[src/rtl/conv_seq_pkg.sv]
// Shared types for the convolution sequencer: FSM state encoding and the
// address/index width helper used by conv_seq_ctrl and conv_win_addr_gen.
package conv_seq_pkg;

    typedef enum logic [2:0] {
        IDLE,
        LOAD,
        COMPUTE,
        DRAIN,
        OUT,
        DONE
    } state_t;

    // Bits needed to index n items, never narrower than one bit.
    function automatic int cw(input int n);
        return (n <= 1) ? 1 : $clog2(n);
    endfunction

endpackage

[src/rtl/conv_win_addr_gen.sv]
// Window/tap counters for the convolution walk: owns r, c, kr, kc and turns
// them into pixel/weight read addresses plus the raster index of the window.
module conv_win_addr_gen
    import conv_seq_pkg::*;
#(
    parameter int IFMAP  = 5,
    parameter int FILTER = 3,
    parameter int AW     = cw(IFMAP * IFMAP),
    parameter int KW     = cw(FILTER * FILTER),
    parameter int OW     = cw((IFMAP - FILTER + 1) * (IFMAP - FILTER + 1))
) (
    input  logic          clk,
    input  logic          rst,
    input  logic          step_tap,
    input  logic          step_win,
    input  logic          clear,
    output logic [AW-1:0] img_rd_addr,
    output logic [KW-1:0] flt_rd_addr,
    output logic [OW-1:0] win_idx,
    output logic          first_tap,
    output logic          last_tap,
    output logic          last_win
);

    localparam int OSZ = IFMAP - FILTER + 1;
    localparam int KCW = cw(FILTER);
    localparam int RCW = cw(OSZ);
    localparam logic [KCW-1:0] KMAX = KCW'(FILTER - 1);
    localparam logic [RCW-1:0] RMAX = RCW'(OSZ - 1);

    logic [KCW-1:0] kr, kc;
    logic [RCW-1:0] r, c;

    // Taps walk kc fastest then kr; windows walk c fastest then r.
    always_ff @(posedge clk or negedge rst) begin
        if (!rst) begin
            r  <= '0;
            c  <= '0;
            kr <= '0;
            kc <= '0;
        end else if (clear) begin
            r  <= '0;
            c  <= '0;
            kr <= '0;
            kc <= '0;
        end else begin
            if (step_tap) begin
                if (kc == KMAX) begin
                    kc <= '0;
                    kr <= (kr == KMAX) ? '0 : kr + 1'b1;
                end else begin
                    kc <= kc + 1'b1;
                end
            end
            if (step_win) begin
                if (c == RMAX) begin
                    c <= '0;
                    r <= (r == RMAX) ? '0 : r + 1'b1;
                end else begin
                    c <= c + 1'b1;
                end
            end
        end
    end

    assign first_tap   = (kr == '0) && (kc == '0);
    assign last_tap    = (kr == KMAX) && (kc == KMAX);
    assign last_win    = (r == RMAX) && (c == RMAX);
    assign img_rd_addr = AW'((int'(r) + int'(kr)) * IFMAP + int'(c) + int'(kc));
    assign flt_rd_addr = KW'(int'(kr) * FILTER + int'(kc));
    assign win_idx     = OW'(int'(r) * OSZ + int'(c));

endmodule

[src/rtl/conv_seq_ctrl.sv]
// Sequencer for the serial-input 2-D convolution datapath: load, per-window
// tap walk, drain, handshaked output. Define CONV_SEQ_PERF_EN for perf counters.
module conv_seq_ctrl
    import conv_seq_pkg::*;
#(
    parameter int IFMAP   = 5,
    parameter int FILTER  = 3,
    parameter int MAC_LAT = 1,
    parameter int AW      = cw(IFMAP * IFMAP),
    parameter int KW      = cw(FILTER * FILTER),
    parameter int OW      = cw((IFMAP - FILTER + 1) * (IFMAP - FILTER + 1))
) (
    input  logic          clk,
    input  logic          rst,
    input  logic          start,
    input  logic          in_valid,
    output logic          in_ready,
    output logic          img_wr_en,
    output logic [AW-1:0] img_wr_addr,
    output logic          flt_wr_en,
    output logic [KW-1:0] flt_wr_addr,
    output logic [AW-1:0] img_rd_addr,
    output logic [KW-1:0] flt_rd_addr,
    output logic          mac_en,
    output logic          mac_clear,
    output logic          out_valid,
    input  logic          out_ready,
    output logic [OW-1:0] out_idx,
    output logic          out_last,
    output logic          busy,
    output logic          done
`ifdef CONV_SEQ_PERF_EN
    ,
    output logic [31:0]   perf_cycles,
    output logic [15:0]   perf_stall
`endif
);

    localparam int DW = cw(MAC_LAT);
    localparam logic [AW-1:0] LAST_BEAT  = AW'(IFMAP * IFMAP - 1);
    localparam logic [DW-1:0] LAST_DRAIN = DW'(MAC_LAT - 1);

    state_t        state;
    logic [AW-1:0] load_cnt;
    logic [DW-1:0] drain_cnt;
    logic          beat, out_fire, step_win, addr_clear;
    logic          first_tap, last_tap, last_win;
    logic [OW-1:0] win_idx;

    assign beat        = in_valid && in_ready;
    assign img_wr_en   = beat;
    assign img_wr_addr = load_cnt;
    assign flt_wr_en   = beat && (int'(load_cnt) < FILTER * FILTER);
    assign flt_wr_addr = load_cnt[KW-1:0];
    assign mac_clear   = mac_en && first_tap;
    assign out_fire    = out_valid && out_ready;
    assign out_last    = out_valid && last_win;
    assign out_idx     = win_idx;
    assign step_win    = out_fire && !last_win;
    // Counters restart on a new job and after the final window is taken.
    assign addr_clear  = ((state == IDLE) && start) || (out_fire && last_win);

    conv_win_addr_gen #(
        .IFMAP (IFMAP),
        .FILTER(FILTER),
        .AW    (AW),
        .KW    (KW),
        .OW    (OW)
    ) u_addr_gen (
        .clk        (clk),
        .rst        (rst),
        .step_tap   (mac_en),
        .step_win   (step_win),
        .clear      (addr_clear),
        .img_rd_addr(img_rd_addr),
        .flt_rd_addr(flt_rd_addr),
        .win_idx    (win_idx),
        .first_tap  (first_tap),
        .last_tap   (last_tap),
        .last_win   (last_win)
    );

    always_ff @(posedge clk or negedge rst) begin
        if (!rst) begin
            state     <= IDLE;
            load_cnt  <= '0;
            drain_cnt <= '0;
            busy      <= 1'b0;
            in_ready  <= 1'b0;
            mac_en    <= 1'b0;
            out_valid <= 1'b0;
            done      <= 1'b0;
        end else begin
            done <= 1'b0;
            case (state)
                IDLE: begin
                    if (start) begin
                        state    <= LOAD;
                        busy     <= 1'b1;
                        in_ready <= 1'b1;
                        load_cnt <= '0;
                    end
                end
                LOAD: begin
                    if (beat) begin
                        if (load_cnt == LAST_BEAT) begin
                            state    <= COMPUTE;
                            in_ready <= 1'b0;
                            mac_en   <= 1'b1;
                            load_cnt <= '0;
                        end else begin
                            load_cnt <= load_cnt + 1'b1;
                        end
                    end
                end
                COMPUTE: begin
                    if (last_tap) begin
                        state     <= DRAIN;
                        mac_en    <= 1'b0;
                        drain_cnt <= '0;
                    end
                end
                DRAIN: begin
                    if (drain_cnt == LAST_DRAIN) begin
                        state     <= OUT;
                        out_valid <= 1'b1;
                    end else begin
                        drain_cnt <= drain_cnt + 1'b1;
                    end
                end
                OUT: begin
                    if (out_ready) begin
                        out_valid <= 1'b0;
                        if (last_win) begin
                            state <= DONE;
                            busy  <= 1'b0;
                            done  <= 1'b1;
                        end else begin
                            state  <= COMPUTE;
                            mac_en <= 1'b1;
                        end
                    end
                end
                DONE: begin
                    state <= IDLE;
                end
                default: begin
                    state <= IDLE;
                end
            endcase
        end
    end

`ifdef CONV_SEQ_PERF_EN
    // Cycle count survives DONE so software can read it before the next start.
    always_ff @(posedge clk or negedge rst) begin
        if (!rst) begin
            perf_cycles <= '0;
            perf_stall  <= '0;
        end else if ((state == IDLE) && start) begin
            perf_cycles <= '0;
            perf_stall  <= '0;
        end else begin
            if (busy) begin
                perf_cycles <= perf_cycles + 32'd1;
            end
            if (out_valid && !out_ready) begin
                perf_stall <= perf_stall + 16'd1;
            end
        end
    end
`endif

endmodule

[config.mk]
export PLATFORM = sky130hd
export DESIGN_NAME = conv_seq_ctrl
export DESIGN_NICKNAME = d
export VERILOG_FILES = /design/src/rtl/conv_seq_pkg.sv /design/src/rtl/conv_win_addr_gen.sv /design/src/rtl/conv_seq_ctrl.sv
export SDC_FILE = /design/constraint.sdc
export NUM_CORES = 1
export LEC_CHECK = 0
export CORE_MARGIN = 2
export CORE_UTILIZATION = 51
export DETAILED_ROUTE_END_ITERATION = 16
export GPL_TIMING_DRIVEN = 0
export HOLD_SLACK_MARGIN = 0.02
export PLACE_DENSITY_LB_ADDON = 0.12
export SKIP_CTS_REPAIR_TIMING = 1
export SYNTH_ARGS = -nofsm -noshare
export SYNTH_HDL_FRONTEND = slang
export SYNTH_SLANG_ARGS = --single-unit
[constraint.sdc]
create_clock -name clk -period 4.25 [get_ports clk]
set_clock_uncertainty 0.2 [all_clocks]
set_input_delay 1.275 -clock clk [delete_from_list [all_inputs] [get_ports clk]]
set_output_delay 1.275 -clock clk [all_outputs]
set_load 0.01 [all_outputs]
# Yosys cells after proc, flatten, opt, wreduce, memory -nomap -nowiden
# Cells that the tools add are included.
# Widths: inputs -> output; s select.
[totals] regBits=22 inputBits=5 output_inout_bits=31 elab_cells=125
[classes] addsub=11 mul=3 order_cmp=1 n_eq_ne=17 mux=47 n_reduce_logical=34
[ops] operator="$mul 32x4->5 const B" count=1
[ops] operator="$mux 2" count=14
[ops] operator="$mux 3" count=7
[ops] operator="$mux 1" count=16
[ops] operator="$ne 2x2->1 const B" count=8
[ops] operator="$reduce_bool 2->1" count=8
[ops] operator="$mux 5" count=3
[ops] operator="$pmux 3 s5" count=1
[ops] operator="$reduce_and 6->1" count=2
[ops] operator="$logic_and 1x1->1" count=11
[ops] operator="$add 5x3->5" count=2
[ops] operator="$pmux 5 s2" count=1
[ops] operator="$add 2x1->2 const B" count=4
[ops] operator="$add 4x3->4" count=2
[ops] operator="$eq 2x2->1 const B" count=4
[ops] operator="$mul 2x2->4 const B" count=2
[ops] operator="$pmux 1 s2" count=4
[ops] operator="$reduce_and 4->1" count=2
[ops] operator="$eq 3x2->1 const B" count=2
[ops] operator="$reduce_and 2->1" count=3
[ops] operator="$reduce_and 3->1" count=2
[ops] operator="$add 5x1->5 const B" count=1
[ops] operator="$eq 5x5->1 const B" count=1
[ops] operator="$lt 5x4->1 const B" count=1
[ops] operator="10 further kinds" count=11

# Logic depth before layout (Yosys ltp)
# Gate-level depths: netlist (run 1).
[depth] word_depth=6 depth_mapped=10 depth_no_buf=10

# By module
# A second synthesis (run 1) with hierarchy kept.
[hier_totals] cells_unflattened=178 hier_area_um2=1705.4
[modules_own_cells] module="conv_win_addr_gen" n_inst=1 cells_per_inst=87 area_each_um2=878.3
[modules_own_cells] module="conv_seq_ctrl" n_inst=1 cells_per_inst=91 area_each_um2=827.0

# Least setup slack after synthesis (run 1)
# Ideal clock, no wire load.
[synth_timing] path_kind="flip-flop to output port" from="register u_addr_gen.kr[0]" to="output port img_rd_addr[4]" arrival_time_ns=2.604 required_ns=2.775 slack_ns=0.171 stages_incl_launch_ff=11 path_cell_list="dfrtp_1 ha_1 inv_1 fa_1 inv_1 fa_1 inv_1 fa_1 nor2b_1 o21ai_0 xnor2_1"
[synth_via] elab_chain_len=4
[synth_rtl] element="start: declaration" line="conv_win_addr_gen.sv:31" source="logic [KCW-1:0] kr, kc;"
[synth_rtl] element="start signal: assignment" line="conv_win_addr_gen.sv:50" source="kr <= (kr == KMAX) ? '0 : kr + 1'b1;"
[synth_rtl] element="$add 2x2->3" line="conv_win_addr_gen.sv:69" source="assign img_rd_addr = AW'((int'(r) + int'(kr)) * IFMAP + int'(c) + int'(kc));"
[synth_rtl] element="$mul 32x4->5" line="conv_win_addr_gen.sv:69"
[synth_rtl] element="$add 5x3->5 (2 in series)" line="conv_win_addr_gen.sv:69"
[synth_rtl] element="end: declaration" line="conv_seq_ctrl.sv:22" source="output logic [AW-1:0] img_rd_addr,"
# No other way between the ends.

# Final worst setup path (run 1)
[layout_timing] from="register u_addr_gen.r[0]" to="output port img_rd_addr[4]"
[layout_via] elab_chain_len=4
[layout_rtl] element="start: declaration" line="conv_win_addr_gen.sv:32" source="logic [RCW-1:0] r, c;"
[layout_rtl] element="start signal: assignment" line="conv_win_addr_gen.sv:58" source="r <= (r == RMAX) ? '0 : r + 1'b1;"
[layout_rtl] element="$add 2x2->3" line="conv_win_addr_gen.sv:69"
[layout_rtl] element="$mul 32x4->5" line="conv_win_addr_gen.sv:69"
[layout_rtl] element="$add 5x3->5 (2 in series)" line="conv_win_addr_gen.sv:69"
# No other way between the ends.

==> results of run 1 <==
[cell usage after synthesis, types with 2 or more instances]
cell type,number,area share [%]
sky130_fd_sc_hd__dfrtp_1,21,31
sky130_fd_sc_hd__nand2_1,16,3.5
sky130_fd_sc_hd__o21bai_1,3,1.3
sky130_fd_sc_hd__o2bb2ai_1,2,1.0
sky130_fd_sc_hd__buf_6,2,1.3
sky130_fd_sc_hd__nor2b_1,2,0.74
sky130_fd_sc_hd__xnor2_1,7,3.6
sky130_fd_sc_hd__nand3_1,9,2.6
sky130_fd_sc_hd__nor3b_1,3,1.3
sky130_fd_sc_hd__nor2_1,7,1.5
sky130_fd_sc_hd__a21o_2,2,1.0
sky130_fd_sc_hd__inv_1,23,5.1
sky130_fd_sc_hd__clkbuf_1,2,0.44
sky130_fd_sc_hd__a31oi_1,2,0.74
sky130_fd_sc_hd__nor3_1,2,0.59
sky130_fd_sc_hd__ha_1,19,14
sky130_fd_sc_hd__fa_1,7,8.2
sky130_fd_sc_hd__o21ai_0,8,2.4
sky130_fd_sc_hd__nand2b_1,5,1.8
sky130_fd_sc_hd__a21oi_1,13,3.8
sky130_fd_sc_hd__nand3b_1,2,0.88
sky130_fd_sc_hd__buf_4,4,1.8
[report_power, final]
group | switching (mW) | internal, mW | total (mW)
clock network | 0.0665 | 0.0352 | 0.102
registers | 0.101 | 0.266 | 0.367
logic | 0.534 | 0.589 | 1.12
[stage by stage]
stage	utilization (%)	hold WS [ns]	setup slack [ns]	instances
global route	71.9	0.343	-0.238	273
floorplan	-	0.332	0.171	180
global placement	67.9	0.291	-0.379	259
finish	71.9	0.320	-0.0833	273
detailed placement	67.9	0.292	-0.481	259
CTS	68.8	0.322	-0.845	263
[metal layers]
| metal | part of all wire [%] | GRT usage, % | vias up |
|---|---|---|---|
| met5 | 0 | 0 | - |
| met4 | 0.70 | 6.99 | 0 |
| met3 | 3.1 | 2.69 | 4 |
| met2 | 53 | 38.5 | 40 |
| met1 | 43 | 25.4 | 691 |
| li1 | - | - | 711 |
[cell type report]
| cell class | instances | area (um2) |
|---|---|---|
| fillers | 267 | 873 |
| clock inverters | 1 | 5.00 |
| plain buffers | 8 | 60.1 |
| clock buffers | 3 | 22.5 |
| repair buffers | 45 | 408 |
| well taps | 44 | 55.1 |
| flip-flops and latches | 21 | 528 |
| multi-input cells | 128 | 1060 |
| inverters | 23 | 86.3 |
[final timing paths]
check,cells after the start,start,endpoint
max,11,u_addr_gen.r[0]$_DFFE_PN0P_,img_rd_addr[4]
min,1,in_ready$_DFFE_PN0P_,in_ready$_DFFE_PN0P_
max reg2reg,6,img_wr_addr[0]$_DFFE_PN0P_,img_wr_addr[3]$_DFFE_PN0P_
min reg2reg,1,in_ready$_DFFE_PN0P_,in_ready$_DFFE_PN0P_
max in group asynchronous,1,rst,u_addr_gen.kr[0]$_DFFE_PN0P_
min in group asynchronous,1,rst,img_wr_addr[4]$_DFFE_PN0P_
[logic make-up after synthesis]
| group | synth area share [%] |
|---|---|
| and+or+nand+nor | 20.0 |
| DFF | 30.9 |
| buffers and inverters | 8.61 |
| muxes | 0.662 |
| AOI/OAI and AO/OA | 14.0 |
| adders and majority gates | 22.2 |
| xor gates and xnor gates | 3.61 |
[worst max-delay path, stage by stage (launching register included)]
cell and delay [ns]:
sky130_fd_sc_hd__dfrtp_2 0.43, sky130_fd_sc_hd__ha_4 0.14, sky130_fd_sc_hd__inv_2 0.03, sky130_fd_sc_hd__fa_1 0.48, sky130_fd_sc_hd__inv_2 0.05, sky130_fd_sc_hd__fa_1 0.50
sky130_fd_sc_hd__inv_1 0.06, sky130_fd_sc_hd__fa_2 0.34, sky130_fd_sc_hd__nor2b_1 0.12, sky130_fd_sc_hd__o21ai_1 0.08, sky130_fd_sc_hd__xnor2_1 0.16, sky130_fd_sc_hd__buf_2 0.15
[flip-flops by register name (all words and copies together), names as in the netlist, 2 cells and up]
| signal | flops |
|---|---|
| u_addr_gen.kc | 2 |
| u_addr_gen.kr | 2 |
| u_addr_gen.r | 2 |
| state | 3 |
| u_addr_gen.c | 2 |
| img_wr_addr | 5 |
==> flow_summary.ini, run 1 <==
[run_status]
outcome = finished, violations left
violations = negative setup slack

[detailed_routing]
detailroute.via_count = 1446
detail_route.iter0.violations = 68
drt-pass1-iter-count = 4
drc_violations_left = 0
drtAntennaViolNets = 0
total_routed_wirelength_mm = 3.57
detail_route.wl_per_cell_um = 13.1
route.detailed.vias_per_inst = 5.30

[synth]
syn-num-nets = 211
synthDistinctLibCells = 41
synth.cell_area_mm2 = 0.00170
synth.yosys.seq_area_share_pct = 30.9
post_synthesis_sequential_element_count = 21
synth_enable_flop_cells = 0
synth_flop_cell = sky130_fd_sc_hd__dfrtp_1
synthesis.yosys.warnings = 0
ys_async_sr_fraction_pct = 100
synthesis.instances = 180
syn-mean-instance-area_um2 = 9.45

[worst_setup_path]
required_time_of_the_critical_path_ns = 2.77
worstSetupPathType = reg -> out
critical_path_source_type = flop
timing.critical_path.arrival_ns = 2.86
worst_setup_path_end_kind = primary output
ff2ff_setup_slack_ns = 2.16
timing.critical_path.fanout_max = 3

[layout]
area_growth_pct = 31.1
most-common-layout-cells = sky130_fd_sc_hd__clkdlybuf4s50_1 (30), sky130_fd_sc_hd__inv_1 (20), sky130_fd_sc_hd__dfrtp_1 (19)
final_common_cell = sky130_fd_sc_hd__clkdlybuf4s50_1
nNetsFinal = 261
post_route_cells_drive_above_1_share_pct = 19.2
design_area_final_mm2 = 0.00223
n_antenna_cell = 0

[timing]
final_min_period_over_clock_period_pct = 102
hold_viol = 0
fmaxAchievable_mhz = 231
final.setup.worst_slack_ns = -0.0833
post-route-min-period_ns = 4.33
fin_setup_tns_ns = -0.0961
worst-slew-pin-transition_ns = 0.933
setup_viol_count_final = 2
grt_setup_unrepaired = true
final_slew_viol_count = 0
timing.slew.headroom_pct = 37.6

[clocking]
cts.reportedPaths.clkPinSlew_ns = 0.13
clock-sinks = 21
worst_skew_pair.late_latency_ns = 0.32
ctsHtreeMaxLevel = 1
cts-root-buf = sky130_fd_sc_hd__clkbuf_4
tritoncts_clock_tree = built
clock_tree.buffer_depth = 2
cts_buffers = 3

[floorplanning]
design.core.area_mm2 = 0.00310
number_of_primary_i_o_pins = 36
floorplan_die_width_um = 61.7
starting_density_pct = 54.8
fp.dieH_um = 61.7
die_area_mm2 = 0.00381
rows = 20

[pwr]
power_per_cell_area_mw_per_mm2 = 714
leakage_nw = 1.04
total_power_mw = 1.59
vdd.ir_drop.worst_v = 0.000281

[job]
maxCapViolCount = 0

[placement]
gpl.final_weighted_congestion = 0.807
hpwl_mm = 2.69
port_buffers = 35
dpl_cell_area_mm2 = 0.00211

[global_routing]
grt_usage_pct = 21.0
antenna_found_initial = 0
overflow = 0
via_count_of_the_first_global_routing_pass = 1376
grt_first_pass_wirelength_mm = 5.89
grt_max_degree = 22

[worst_hold_path]
hold_path.class = reg -> reg
No activity file was read; power rests on OpenSTA's default activity.
==> run 2: changes to the inputs <==
--- a/config.mk
+++ b/config.mk
@@ -6,12 +6,14 @@
 export NUM_CORES = 1
 export LEC_CHECK = 0
 export CORE_MARGIN = 2
-export CORE_UTILIZATION = 51
+export CORE_UTILIZATION = 53
+export CTS_BUF_LIST = sky130_fd_sc_hd__clkbuf_4
 export DETAILED_ROUTE_END_ITERATION = 16
 export GPL_TIMING_DRIVEN = 0
 export HOLD_SLACK_MARGIN = 0.02
 export PLACE_DENSITY_LB_ADDON = 0.12
 export SKIP_CTS_REPAIR_TIMING = 1
+export SLEW_MARGIN = 25
 export SYNTH_ARGS = -nofsm -noshare
 export SYNTH_HDL_FRONTEND = slang
 export SYNTH_SLANG_ARGS = --single-unit
==> run 2 against run 1 <==
Sequential cell count unchanged. Non-clock buffer count decreased by 1. The run still ends with negative setup slack left. Utilization up 1.3 points. Largest cell class unchanged. Setup slack worse by 0.13 ns. Sequential share of layout area barely moved. Largest power group unchanged.
==> flow_summary.ini, run 2 (synthesized netlist as in run 1, its figures left out) <==
[run_status]
outcome = finished, violations left
violations = negative setup slack

[timing]
fmaxAchievable_mhz = 224
final_slew_viol_count = 0
setup_viol_count_final = 3
timing.slew.headroom_pct = 62.3
final.setup.worst_slack_ns = -0.210
post-route-min-period_ns = 4.46
hold_viol = 0
grt_setup_unrepaired = true
worst-slew-pin-transition_ns = 0.564
final_min_period_over_clock_period_pct = 105
fin_setup_tns_ns = -0.301
timing.hold.ws_ns = 0.352

[pwr]
total_power_mw = 1.62
power_frac_clock_pct = 6.0
sequentialPowerShare_pct = 22.6
power_per_cell_area_mw_per_mm2 = 724
vdd.ir_drop.worst_v = 0.000449
leakage_nw = 1.06
p_comb_share_pct = 71.3
switchingPower_uw = 722
switching_share_pct = 44.6
internal_power_uw = 897

[clocking]
ctsHtreeMaxLevel = 1
clock-sinks = 21
cts-root-buf = sky130_fd_sc_hd__clkbuf_4
tritoncts_clock_tree = built
clock_tree.buffer_depth = 2
cts_buffers = 3
worst_skew_pair.late_latency_ns = 0.31
cts.reportedPaths.clkPinSlew_ns = 0.12

[floorplanning]
rows = 20
fp.dieH_um = 60.6
floorplan_die_width_um = 60.6
starting_density_pct = 55.7
die_area_mm2 = 0.00368
design.core.area_mm2 = 0.00305
number_of_primary_i_o_pins = 36

[global_routing]
via_count_of_the_first_global_routing_pass = 1394
groute.layer.met2.usage_pct = 37.9
grt_usage_pct = 21.9
grt_use_met1_pct = 27.9
grt_busiest_layer = met2
antenna_found_initial = 0
global_route.usage.met3_pct = 4.26
grt_first_pass_wirelength_mm = 6.08
overflow = 0
grt_max_degree = 22

[detailed_routing]
detail_route.wl_per_cell_um = 14.1
route.detailed.vias_per_inst = 5.42
detailroute.via_count = 1475
total_routed_wirelength_mm = 3.83
drc_violations_left = 0
drtAntennaViolNets = 0
drt-pass1-iter-count = 4
detail_route.iter0.violations = 75

[layout]
post_route_cells_drive_above_1_share_pct = 21.1
final_common_cell = sky130_fd_sc_hd__clkdlybuf4s50_1
nNetsFinal = 260
most-common-layout-cells = sky130_fd_sc_hd__clkdlybuf4s50_1 (28), sky130_fd_sc_hd__inv_1 (19), sky130_fd_sc_hd__dfrtp_1 (18)
n_antenna_cell = 0
finish.utilization_pct = 73.2
filler_cell_count = 242
post_layout_nonfiller_instances = 272
largest_register_ff_count = 5
area_growth_pct = 31.4
design_area_final_mm2 = 0.00223

[job]
maxCapViolCount = 0

[worst_setup_path]
worst_setup_path_end_kind = primary output
critPathTopFamily = adder cells
worstSetupPathType = reg -> out
timing.critical_path.arrival_ns = 2.99
worstPathCellList = ha_4 > ha_1 > xnor2_2 > xnor2_1 > ha_2 > inv_1 > fa_2 > nor2b_1 > o21ai_1 > xnor2_1 > buf_2
slowest_delay_ns = 0.47
timing.critical_path.mode_cell = sky130_fd_sc_hd__xnor2_1
worst_path_max_delay_cell = sky130_fd_sc_hd__dfrtp_2
cp_num_buf_inv = 2
critical_path_source_type = flop
timing.critical_path.fanout_max = 3
required_time_of_the_critical_path_ns = 2.77

[placement]
dpl_cell_area_mm2 = 0.00211
placed_cells = 259
preCtsSetupSlack_ns = -0.560
hpwl_mm = 2.86
port_buffers = 35
gpl.final_weighted_congestion = 0.791

[worst_hold_path]
hold_path.class = reg -> reg
run 2: routing by layer:
metal,routed length [um],vias to the layer above
met2,1950,38
met4,71,0
li1,-,707
met3,144,10
met5,0,-
met1,1670,720
run 2: path summary, 6_finish.rpt:
check                           slack (ns)                     endpoint  cells past startpoint                        start
worst min register to register        0.35         in_ready$_DFFE_PN0P_                      1         in_ready$_DFFE_PN0P_
min in group asynchronous             0.70           mac_en$_DFFE_PN0P_                      1                          rst
worst max register to register        2.20   img_wr_addr[3]$_DFFE_PN0P_                      5         state[1]$_DFFE_PN0P_
worst min-delay path                  0.35         in_ready$_DFFE_PN0P_                      1         in_ready$_DFFE_PN0P_
max in group asynchronous             2.81  u_addr_gen.r[0]$_DFFE_PN0P_                      1                          rst
worst max-delay path                 -0.21               img_rd_addr[4]                     11  u_addr_gen.r[0]$_DFFE_PN0P_
run 2: final cells by class:
cell class,instances,area (um2),share of cell area [%]
Timing Repair Buffer,44,398,17.8
Clock buffer,3,22.5,1.01
Sequential cell,21,529,23.7
Buffer,8,60.1,2.69
Multi-Input combinational cell,128,1080,48.3
Tap cell,44,55.1,2.46
Clock inverter,1,5.00,0.224
Inverter,23,86.3,3.86
run 2: worst reg2reg max path, cell delays in order, from the launching register on:
cell	delay (ns)
sky130_fd_sc_hd__dfrtp_1	0.40
sky130_fd_sc_hd__buf_6	0.14
sky130_fd_sc_hd__nor4b_4	0.54
sky130_fd_sc_hd__a21oi_2	0.09
sky130_fd_sc_hd__or4_4	0.54
sky130_fd_sc_hd__o211ai_2	0.08
run 2: power by group through the flow:
stage	sequential [mW]	combinational, mW	clock, mW
6_report	0.366	1.15	0.0975
5_1_grt	0.380	1.28	0.110
4_1_cts	0.365	1.08	0.0992
3_5_place_dp	0.370	1.07	0
3_3_place_gp	0.366	1.02	0
2_1_floorplan	0.357	0.650	0
